**config.mk**
```make
export PLATFORM = sky130hd
export DESIGN_NAME = dmem_responder_flat
export DESIGN_NICKNAME = d
export VERILOG_FILES = /design/src/rtl/dmem_pkg.sv /design/src/rtl/dmem_if.sv /design/src/rtl/dmem_array.sv /design/src/rtl/dmem_responder.sv /design/src/flat_wrapper.sv
export SDC_FILE = /design/constraint.sdc
export NUM_CORES = 2
export LEC_CHECK = 0
export CAP_MARGIN = 10
export CELL_PAD_IN_SITES_DETAIL_PLACEMENT = 0
export CELL_PAD_IN_SITES_GLOBAL_PLACEMENT = 1
export CORE_UTILIZATION = 30
export CTS_CLUSTER_DIAMETER = 50
export DETAILED_ROUTE_END_ITERATION = 12
export PLACE_DENSITY = 0.56
export SETUP_SLACK_MARGIN = 0.3
export SYNTH_ARGS = -nofsm -noshare
export SYNTH_HDL_FRONTEND = slang
export SYNTH_HIERARCHICAL = 1
export SYNTH_SLANG_ARGS = --single-unit
```
**constraint.sdc**
```tcl
create_clock -name clk -period 3.6 [get_ports clk]
set_input_delay 0.72 -clock clk [delete_from_list [all_inputs] [get_ports clk]]
set_output_delay 0.72 -clock clk [all_outputs]
set_load 0.005 [all_outputs]
```
**src/rtl/dmem_pkg.sv**
```systemverilog
// Shared definitions for the data-memory responder: FSM state encoding
// and the wait-state counter width.
package dmem_pkg;

    typedef enum logic [1:0] {
        IDLE = 2'd0,
        WAIT = 2'd1,
        RESP = 2'd2
    } state_t;

    localparam int CNT_W = 4;

endpackage

```
**src/rtl/dmem_if.sv**
```systemverilog
// Request/response bus between the datapath (master) and a data memory
// responder (slave).
//
// Handshake semantics: on both channels a transfer happens on a rising
// clk edge where valid and ready are both 1. The master holds req_* stable
// while req_valid=1 and req_ready=0; the slave holds rsp_* stable while
// rsp_valid=1 and rsp_ready=0. ready carries no meaning when valid is 0.
interface dmem_if #(
    parameter int DATA_W = 16,
    parameter int ADDR_W = 16
);
    logic              req_valid;
    logic              req_ready;
    logic              req_write;
    logic [ADDR_W-1:0] req_addr;
    logic [DATA_W-1:0] req_wdata;
    logic              rsp_valid;
    logic              rsp_ready;
    logic [DATA_W-1:0] rsp_rdata;
    logic              rsp_err;

    modport master (
        output req_valid, req_write, req_addr, req_wdata, rsp_ready,
        input  req_ready, rsp_valid, rsp_rdata, rsp_err
    );

    modport slave (
        input  req_valid, req_write, req_addr, req_wdata, rsp_ready,
        output req_ready, rsp_valid, rsp_rdata, rsp_err
    );

endinterface

```
**src/rtl/dmem_array.sv**
```systemverilog
// Word storage: synchronous write, asynchronous read. Contents are not
// affected by reset.
module dmem_array #(
    parameter int DATA_W = 16,
    parameter int DEPTH  = 128,
    parameter int IDX_W  = $clog2(DEPTH)
) (
    input  logic              clk,
    input  logic              we,
    input  logic [IDX_W-1:0]  waddr,
    input  logic [DATA_W-1:0] wdata,
    input  logic [IDX_W-1:0]  raddr,
    output logic [DATA_W-1:0] rdata
);

    logic [DATA_W-1:0] mem_q [DEPTH];

    // Write port: one word per cycle when enabled.
    always_ff @(posedge clk) begin
        if (we) begin
            mem_q[waddr] <= wdata;
        end
    end

    assign rdata = mem_q[raddr];

endmodule

```
**src/rtl/dmem_responder.sv**
```systemverilog
// Target side of the CPU data-memory interface. Accepts one request at a
// time, inserts WAIT_CYCLES wait states, commits the access on the edge
// entering RESP and holds the response until the initiator takes it.
module dmem_responder
    import dmem_pkg::*;
#(
    parameter int DATA_W      = 16,
    parameter int ADDR_W      = 16,
    parameter int DEPTH       = 128,
    parameter int WAIT_CYCLES = 2
) (
    input  logic   clk,
    input  logic   reset,
    dmem_if.slave  bus,
    output state_t dbg_state
);

    localparam int IDX_W = $clog2(DEPTH);

    state_t            state_q, state_d;
    logic [CNT_W-1:0]  cnt_q, cnt_d;
    logic              write_q, write_d;
    logic [ADDR_W-1:0] addr_q, addr_d;
    logic [DATA_W-1:0] wdata_q, wdata_d;
    logic [DATA_W-1:0] rdata_q, rdata_d;
    logic              err_q, err_d;

    // Access being committed this cycle (latched request, or the live
    // request when there are no wait states).
    logic              commit;
    logic              c_write;
    logic [ADDR_W-1:0] c_addr;
    logic [DATA_W-1:0] c_wdata;
    logic              c_err;
    logic              arr_we;
    logic [DATA_W-1:0] arr_rdata;

    dmem_array #(
        .DATA_W (DATA_W),
        .DEPTH  (DEPTH)
    ) u_array (
        .clk   (clk),
        .we    (arr_we),
        .waddr (c_addr[IDX_W-1:0]),
        .wdata (c_wdata),
        .raddr (c_addr[IDX_W-1:0]),
        .rdata (arr_rdata)
    );

    // Next-state, wait counter, request latch and commit of the access.
    always_comb begin
        state_d = state_q;
        cnt_d   = cnt_q;
        write_d = write_q;
        addr_d  = addr_q;
        wdata_d = wdata_q;
        rdata_d = rdata_q;
        err_d   = err_q;
        commit  = 1'b0;
        c_write = write_q;
        c_addr  = addr_q;
        c_wdata = wdata_q;

        unique case (state_q)
            IDLE: begin
                if (bus.req_valid) begin
                    write_d = bus.req_write;
                    addr_d  = bus.req_addr;
                    wdata_d = bus.req_wdata;
                    if (WAIT_CYCLES == 0) begin
                        state_d = RESP;
                        commit  = 1'b1;
                        c_write = bus.req_write;
                        c_addr  = bus.req_addr;
                        c_wdata = bus.req_wdata;
                    end else begin
                        state_d = WAIT;
                        cnt_d   = CNT_W'(WAIT_CYCLES - 1);
                    end
                end
            end
            WAIT: begin
                if (cnt_q == '0) begin
                    state_d = RESP;
                    commit  = 1'b1;
                end else begin
                    cnt_d = cnt_q - 1'b1;
                end
            end
            RESP: begin
                if (bus.rsp_ready) begin
                    state_d = IDLE;
                end
            end
            default: begin
                state_d = IDLE;
            end
        endcase

        // Out-of-range check uses every address bit, so no aliasing.
        c_err = (c_addr >= ADDR_W'(DEPTH));
        if (commit) begin
            err_d   = c_err;
            rdata_d = (!c_write && !c_err) ? arr_rdata : '0;
        end
        // A reset on the commit edge drops the store.
        arr_we = commit && c_write && !c_err && !reset;
    end

    // State and response registers with synchronous reset.
    always_ff @(posedge clk) begin
        if (reset) begin
            state_q <= IDLE;
            cnt_q   <= '0;
            write_q <= 1'b0;
            addr_q  <= '0;
            wdata_q <= '0;
            rdata_q <= '0;
            err_q   <= 1'b0;
        end else begin
            state_q <= state_d;
            cnt_q   <= cnt_d;
            write_q <= write_d;
            addr_q  <= addr_d;
            wdata_q <= wdata_d;
            rdata_q <= rdata_d;
            err_q   <= err_d;
        end
    end

    assign bus.req_ready = (state_q == IDLE);
    assign bus.rsp_valid = (state_q == RESP);
    assign bus.rsp_rdata = rdata_q;
    assign bus.rsp_err   = err_q;
    assign dbg_state     = state_q;

endmodule

```
**src/flat_wrapper.sv**
```systemverilog
// flat-port wrapper written by rule: the top's interface ports become plain ports
module dmem_responder_flat import dmem_pkg::*;
#(
    parameter int DATA_W      = 16,
    parameter int ADDR_W      = 16,
    parameter int DEPTH       = 128,
    parameter int WAIT_CYCLES = 2
)
  (clk, reset, dbg_state, bus_req_valid, bus_req_write, bus_req_addr, bus_req_wdata, bus_rsp_ready, bus_req_ready, bus_rsp_valid, bus_rsp_rdata, bus_rsp_err);
  dmem_if #(.DATA_W(DATA_W), .ADDR_W(ADDR_W)) bus_i ();
  input  logic clk;
  input  logic reset;
  output state_t dbg_state;
  input wire logic [$bits(bus_i.req_valid)-1:0] bus_req_valid;
  input wire logic [$bits(bus_i.req_write)-1:0] bus_req_write;
  input wire logic [$bits(bus_i.req_addr)-1:0] bus_req_addr;
  input wire logic [$bits(bus_i.req_wdata)-1:0] bus_req_wdata;
  input wire logic [$bits(bus_i.rsp_ready)-1:0] bus_rsp_ready;
  output wire logic [$bits(bus_i.req_ready)-1:0] bus_req_ready;
  output wire logic [$bits(bus_i.rsp_valid)-1:0] bus_rsp_valid;
  output wire logic [$bits(bus_i.rsp_rdata)-1:0] bus_rsp_rdata;
  output wire logic [$bits(bus_i.rsp_err)-1:0] bus_rsp_err;
  assign bus_i.req_valid = bus_req_valid;
  assign bus_i.req_write = bus_req_write;
  assign bus_i.req_addr = bus_req_addr;
  assign bus_i.req_wdata = bus_req_wdata;
  assign bus_i.rsp_ready = bus_rsp_ready;
  assign bus_req_ready = bus_i.req_ready;
  assign bus_rsp_valid = bus_i.rsp_valid;
  assign bus_rsp_rdata = bus_i.rsp_rdata;
  assign bus_rsp_err = bus_i.rsp_err;
  dmem_responder #(.DATA_W(DATA_W), .ADDR_W(ADDR_W), .DEPTH(DEPTH), .WAIT_CYCLES(WAIT_CYCLES)) u_core (.clk(clk), .reset(reset), .bus(bus_i), .dbg_state(dbg_state));
endmodule
```
Yosys cells after proc, flatten, opt, wreduce, memory -nomap -nowiden
Memory sizes are Yosys's and may differ from the RTL's. A register that Yosys moved wholly into a read port is not among the register bits.
Index checks and enable logic that the tools add are counted.
- input port bits: 37
- memories kept: 1
- bits in latches: 0
- ROM bits: 0
- output and inout port bits: 21
- word-level logic and storage cells: 43
- RAM bits: 2048
- flip-flop bits (word level): 56
- order comparisons: 1
- shifts and indexed selects: 0
- div/mod/pow operators: 0
- mux-type cells: 14
- equality and inequality tests: 6
- bitwise gates (word level): 0
- reductions and logical operators: 13
- add/subtract/negate cells: 1
- multiply operators: 0
- memories (name ; words ; width ; read ports ; clocked after memory_dff ; write ports ; RTL line ; RTL):
    u_core.u_array.mem_q ; 128 ; 16 ; 1 ; 1 ; 1 ; dmem_array.sv:16 ; logic [DATA_W-1:0] mem_q [DEPTH];
- operators by type and width (operator ; count):
    >= comparator 16 x 8 -> 1 bit, second input constant ; 1
    two-way mux 16 bit ; 1
    two-way mux 7 bit ; 2
    two-way mux 4 bit ; 2
    case mux 4 bit (2 select lines) ; 1
    two-way mux 2 bit ; 3
    != test 2 bit, second input constant ; 3
    case mux 2 bit (3 select lines) ; 1
    AND reduction 3 bit ; 2
    logical AND 1 bit ; 4
    zero test 4 bit ; 1
    two-way mux 1 bit ; 4
    subtractor 4 x 1 -> 4 bit, second input constant ; 1
    zero test 1 bit ; 3
    == test 2 x 1 -> 1 bit, second input constant ; 1
    == test 2 bit, second input constant ; 1
    zero test 2 bit ; 1
    != test 2 x 1 -> 1 bit, second input constant ; 1
    AND reduction 2 bit ; 1
    nonzero test 2 bit ; 1

Longest topological paths before layout
- word-level depth: 8
- mapped depth: 11
- gate-level depth less buffers: 8

Modules after synthesis
Netlist, hierarchy kept.
- by module, submodules not included (module ; instances ; cells an instance ; area each (um^2) ; seq. area each (um^2)):
    dmem_array ; 1 ; 3070 ; 78202.5 ; 61499.0
    dmem_responder ; 1 ; 263 ; 2262.2 ; 1121.1

Least setup slack after synthesis
Ideal clock, no wire load.
- path type: register -> register
- start: register u_core.cnt_q[0]
- end: memory u_core.u_array.mem_q[98][0], enable pin
- stages on the path, launching flop included: 10
- library setup time: 0.409 ns
- period minus slack after synthesis: 3.452 ns
- data required time: 3.191 ns
- setup slack: 0.148 ns
- data arrival time: 3.042 ns
- path buffers: 2
- cells stage by stage: dfxtp_1 > inv_1 > ha_1 > nor3b_4 > buf_4 > nand2_1 > nor4b_2 > clkbuf_1 > nand4_1 > nor3_1
- cells in the longest elaborated chain, start to end: 8
- RTL lines (what ; RTL line ; RTL):
    from (decl) ; dmem_responder.sv:21 ; logic [CNT_W-1:0] cnt_q, cnt_d;
    from (signal assigned) ; dmem_responder.sv:122 ; cnt_q <= cnt_d;
    zero test 4 bit ; dmem_responder.sv:83 ; if (cnt_q == '0) begin
    two-way mux 1 bit ; dmem_responder.sv:83 ;
    two-way mux 1 bit ; dmem_responder.sv:64 ; unique case (state_q)
    logical AND 1 bit (3 in series) ; dmem_responder.sv:107 ; arr_we = commit && c_write && !c_err && !reset;
    named net u_core.arr_we ; dmem_responder.sv:35 ; logic arr_we;
    two-way mux 1 bit ; dmem_array.sv:20 ; if (we) begin
    two-way mux 1 bit (not written as such) ; dmem_array.sv:21 ; mem_q[waddr] <= wdata;
    to (decl) ; dmem_array.sv:16 ;
The timed path passes the listed nets, and every way through them passes these cells.

Final worst setup path
- start: register u_core.addr_q[0]
- end: register u_core.rdata_q[15], in the netlist u_core/bus.rsp_rdata[15]
- cells in the longest elaborated chain, start to end: 4
- RTL lines (what ; RTL line ; RTL):
    from (decl) ; dmem_responder.sv:23 ; logic [ADDR_W-1:0] addr_q, addr_d;
    from (signal assigned) ; dmem_responder.sv:124 ; addr_q <= addr_d;
    >= comparator 16 x 8 -> 1 bit ; dmem_responder.sv:101 ; c_err = (c_addr >= ADDR_W'(DEPTH));
    zero test 1 bit ; dmem_responder.sv:104 ; rdata_d = (!c_write && !c_err) ? arr_rdata : '0;
    logical AND 1 bit ; dmem_responder.sv:104 ;
    two-way mux 16 bit ; dmem_responder.sv:104 ;
    to (signal assigned) ; dmem_responder.sv:126 ; rdata_q <= rdata_d;
    to (decl) ; dmem_responder.sv:25 ; logic [DATA_W-1:0] rdata_q, rdata_d;
No other way between the ends.
A chain may end at the register's enable or synchronous reset.

==> run metrics <==
core box area=between 200,000 and 300,000 um2; antenna-violating nets left=0; RSZ-0062 raised after global routing=true; CP max FO=15; CP top delay family=multiplexers; largest area contributor in the netlist=edfxtp_1; Max IR drop VDD=445 uV; CTS tree=done; Max Cap Viol=0; die width=a little over 500 um; vias in the first global route=38,100; count leader, synth=edfxtp_1; count of cell types in the netlist=37; sequential fraction of the synthesis area=between 70% and 80%; Yosys reg bits=2,104; crit path launch type=register; Critical Path Max Stage Delay=0.60 ns; post-synth net total=around 3,400; WP buf/inv=3; drt pass-1 iters=5; H-tree depth=4; top-area cell type share of the netlist area=76.4%; detailed router's first-iteration violation count=3,955; Clock Latency Late Sink=0.87 ns; WL per Instance=about 28 um; first-pass GRT wire length=297,000 um; pin count of the biggest net entering global routing=between 100 and 150; Final setup viols=0; Starting Density=30.2%; Layout area overhead=19.4%; cell mode on critical path=mux4_2; die height=slightly above 500 um; filler instances=24,200; fin cells=~7,500; Ports=58; Final period util=between 90% and 100%; CP Data Arrival Time=4.14 ns; grt total ovfl=0; IO buf count=57; Rows=roughly 190; Post-synth EDFFs=2,048; top cells by area, synth=edfxtp_1, mux4_2, dfxtp_1, nor2_1, clkbuf_1; status=finished clean; Setup TNS=0 ns; slowest cell on the critical path=mux4_2; DRC=0; antenna violations before repair=17; Max Slew Vio Count=0; Slew HR=17.0%; critical path class=reg2reg; All-Layer GR Usage=15.5%; LEAKAGE=0.0298 uW; Nets=approximately 3,800; hpwl dp=124,000 um; f_max=295 MHz; asr flop ratio synth=0%; hold-fix buffer count after cts=0; die area=between 200,000 and 300,000 um2; final wirelength=210,000 um; clock root cell=clkbuf_16; Cells after Synth=3,333; DR vias=37,400; Req. time, crit path=approximately 4.4 ns; yosys warns=6; clk slew on worst S/H paths=0.06 ns; TritonCTS buffer count=228; Tmin final=3.39 ns; HP Class=in2reg; synthesized area=80,500 um2; Hold Violations, Final=0; Placer Congestion=0.769; CP endpoint kind=register; fin util=36.1%; Sinks on Clock Net=around 2,100; ys flop type=edfxtp_1; clk_skew=0.0384 ns; Post-Place Cells=7,011; crit path cell chain=buf_12 -> buf_16 -> buf_12 -> mux4_2 -> mux4_2 -> mux4_2 -> mux2_2 -> nor3b_1 -> nand3_1 -> o2bb2ai_1; worst slew pin tran=1.25 ns; via/cell ratio=4.98; PD cells=roughly 560 nW/um2; commonest cells in the synthesized netlist=edfxtp_1, mux4_2, nor2_1, clkbuf_1, nand2_1; CTS Buffer Depth=3; Synth Area per Inst=24.1 um2; fraction of layout cells with a size suffix above 1=34.7%
==> cells by family after synthesis <==
family | count (synthesis) | synth area share, %
adders and majority gates | 2 | 0.0311
and+or+nand+nor | 288 | 1.61
muxes | 688 | 19.0
DFF | 2104 | 77.8
AOI/OAI and AO/OA | 62 | 0.494
buffers and inverters | 189 | 1.01
==> sequential cells by signal, indices dropped and copies added, names as in the netlist <==
register	count
u_core/addr_q	16
u_core/bus.rsp_err	1
u_core/bus.rsp_rdata	16
u_core/c_wdata	16
u_core/c_write	1
u_core/cnt_q	4
u_core/dbg_state	2
u_core/u_array/mem_q	2048
==> final timing paths <==
check,start,endpoint,slack [ns],depth (start not counted)
worst max-delay path,u_core/addr_q[0],u_core/bus.rsp_rdata[15],0.21,10
worst min register to register,u_core/addr_q[8],u_core/addr_q[8],0.45,2
worst min-delay path,reset,u_core/addr_q[1],0.36,3
worst max register to register,u_core/addr_q[0],u_core/bus.rsp_rdata[15],0.21,10
==> worst reg2reg max path, stage by stage (launching register included) <==
cell and delay (ns):
dfxtp_4 0.37, buf_12 0.15, buf_16 0.20, buf_12 0.22
mux4_2 0.55, mux4_2 0.60, mux4_2 0.59, mux2_2 0.29
nor3b_1 0.13, nand3_1 0.12, o2bb2ai_1 0.07
==> final cells by class <==
class	count	area (um2)	area share, %
Sequential cell	2104	62700	65.2
Clock buffer	289	6000	6.24
Tap cell	3533	4420	4.60
Timing Repair Buffer	380	4470	4.65
Antenna cell	9	22.5	0.0234
Multi-Input combinational cell	1040	17100	17.8
Inverter	4	15.0	0.0156
Clock inverter	140	1380	1.44
==> cell usage in the layout (no fill, tap or decap), types with 3 or more instances in the layout <==
cell type,instances
edfxtp_1,2048
mux4_2,672
clkbuf_16,239
buf_4,212
nor2_1,122
nand2_1,82
clkbuf_1,58
clkdlybuf4s50_1,56
buf_12,53
clkinv_1,48
a21oi_1,37
clkinv_2,34
dfxtp_1,34
buf_16,29
nand3_1,28
dfxtp_4,20
bufinv_16,19
nor3b_1,16
o2bb2ai_1,16
buf_6,16
mux2_2,14
inv_6,12
clkinvlp_4,10
diode_2,9
nor3_2,9
nor2b_1,8
clkinv_4,5
buf_8,5
clkinv_16,4
inv_8,4
inv_1,4
nand2b_1,3
or3_1,3
o21ai_0,3
nand4_1,3
==> through the flow <==
| step | hold slack, ns | power, uW | instance area (um2) | setup slack, ns |
|---|---|---|---|---|
| floorplan | 0.436 | 29800 | 80500 | 0.148 |
| global placement | 0.444 | 31300 | 87600 | -0.0126 |
| detailed placement | 0.448 | 31300 | 87600 | 0.0349 |
| CTS | 0.304 | 54300 | 95600 | 0.163 |
| global route | 0.328 | 55500 | 96100 | 0.152 |
| finish | 0.362 | 53800 | 96100 | 0.211 |
==> routing by layer <==
metal / GRT usage (%) / vias to the layer above / wire length (um)
met5: 0 / - / 0
met3: 2.76 / 260 / 12300
met1: 21.7 / 20800 / 92100
li1: - / 15300 / -
met2: 24.9 / 1051 / 101000
met4: 3.79 / 0 / 4110
==> report_power, final <==
| group | total, uW | switching (uW) | internal [uW] |
|---|---|---|---|
| clock | 22900 | 9650 | 13200 |
| sequential | 27500 | 396 | 27100 |
| combinational | 3510 | 1840 | 1670 |
==> repair_timing <==
| action | 4_1_cts | 5_1_grt |
|---|---|---|
| resized for setup | 39 | 32 |
| setup endpoints to repair | 30 | 283 |
| gates cloned | 11 | 8 |
| buffers inserted | 16 | 15 |
| pin swaps | 0 | 4 |
(Power assumes the default switching activity.)
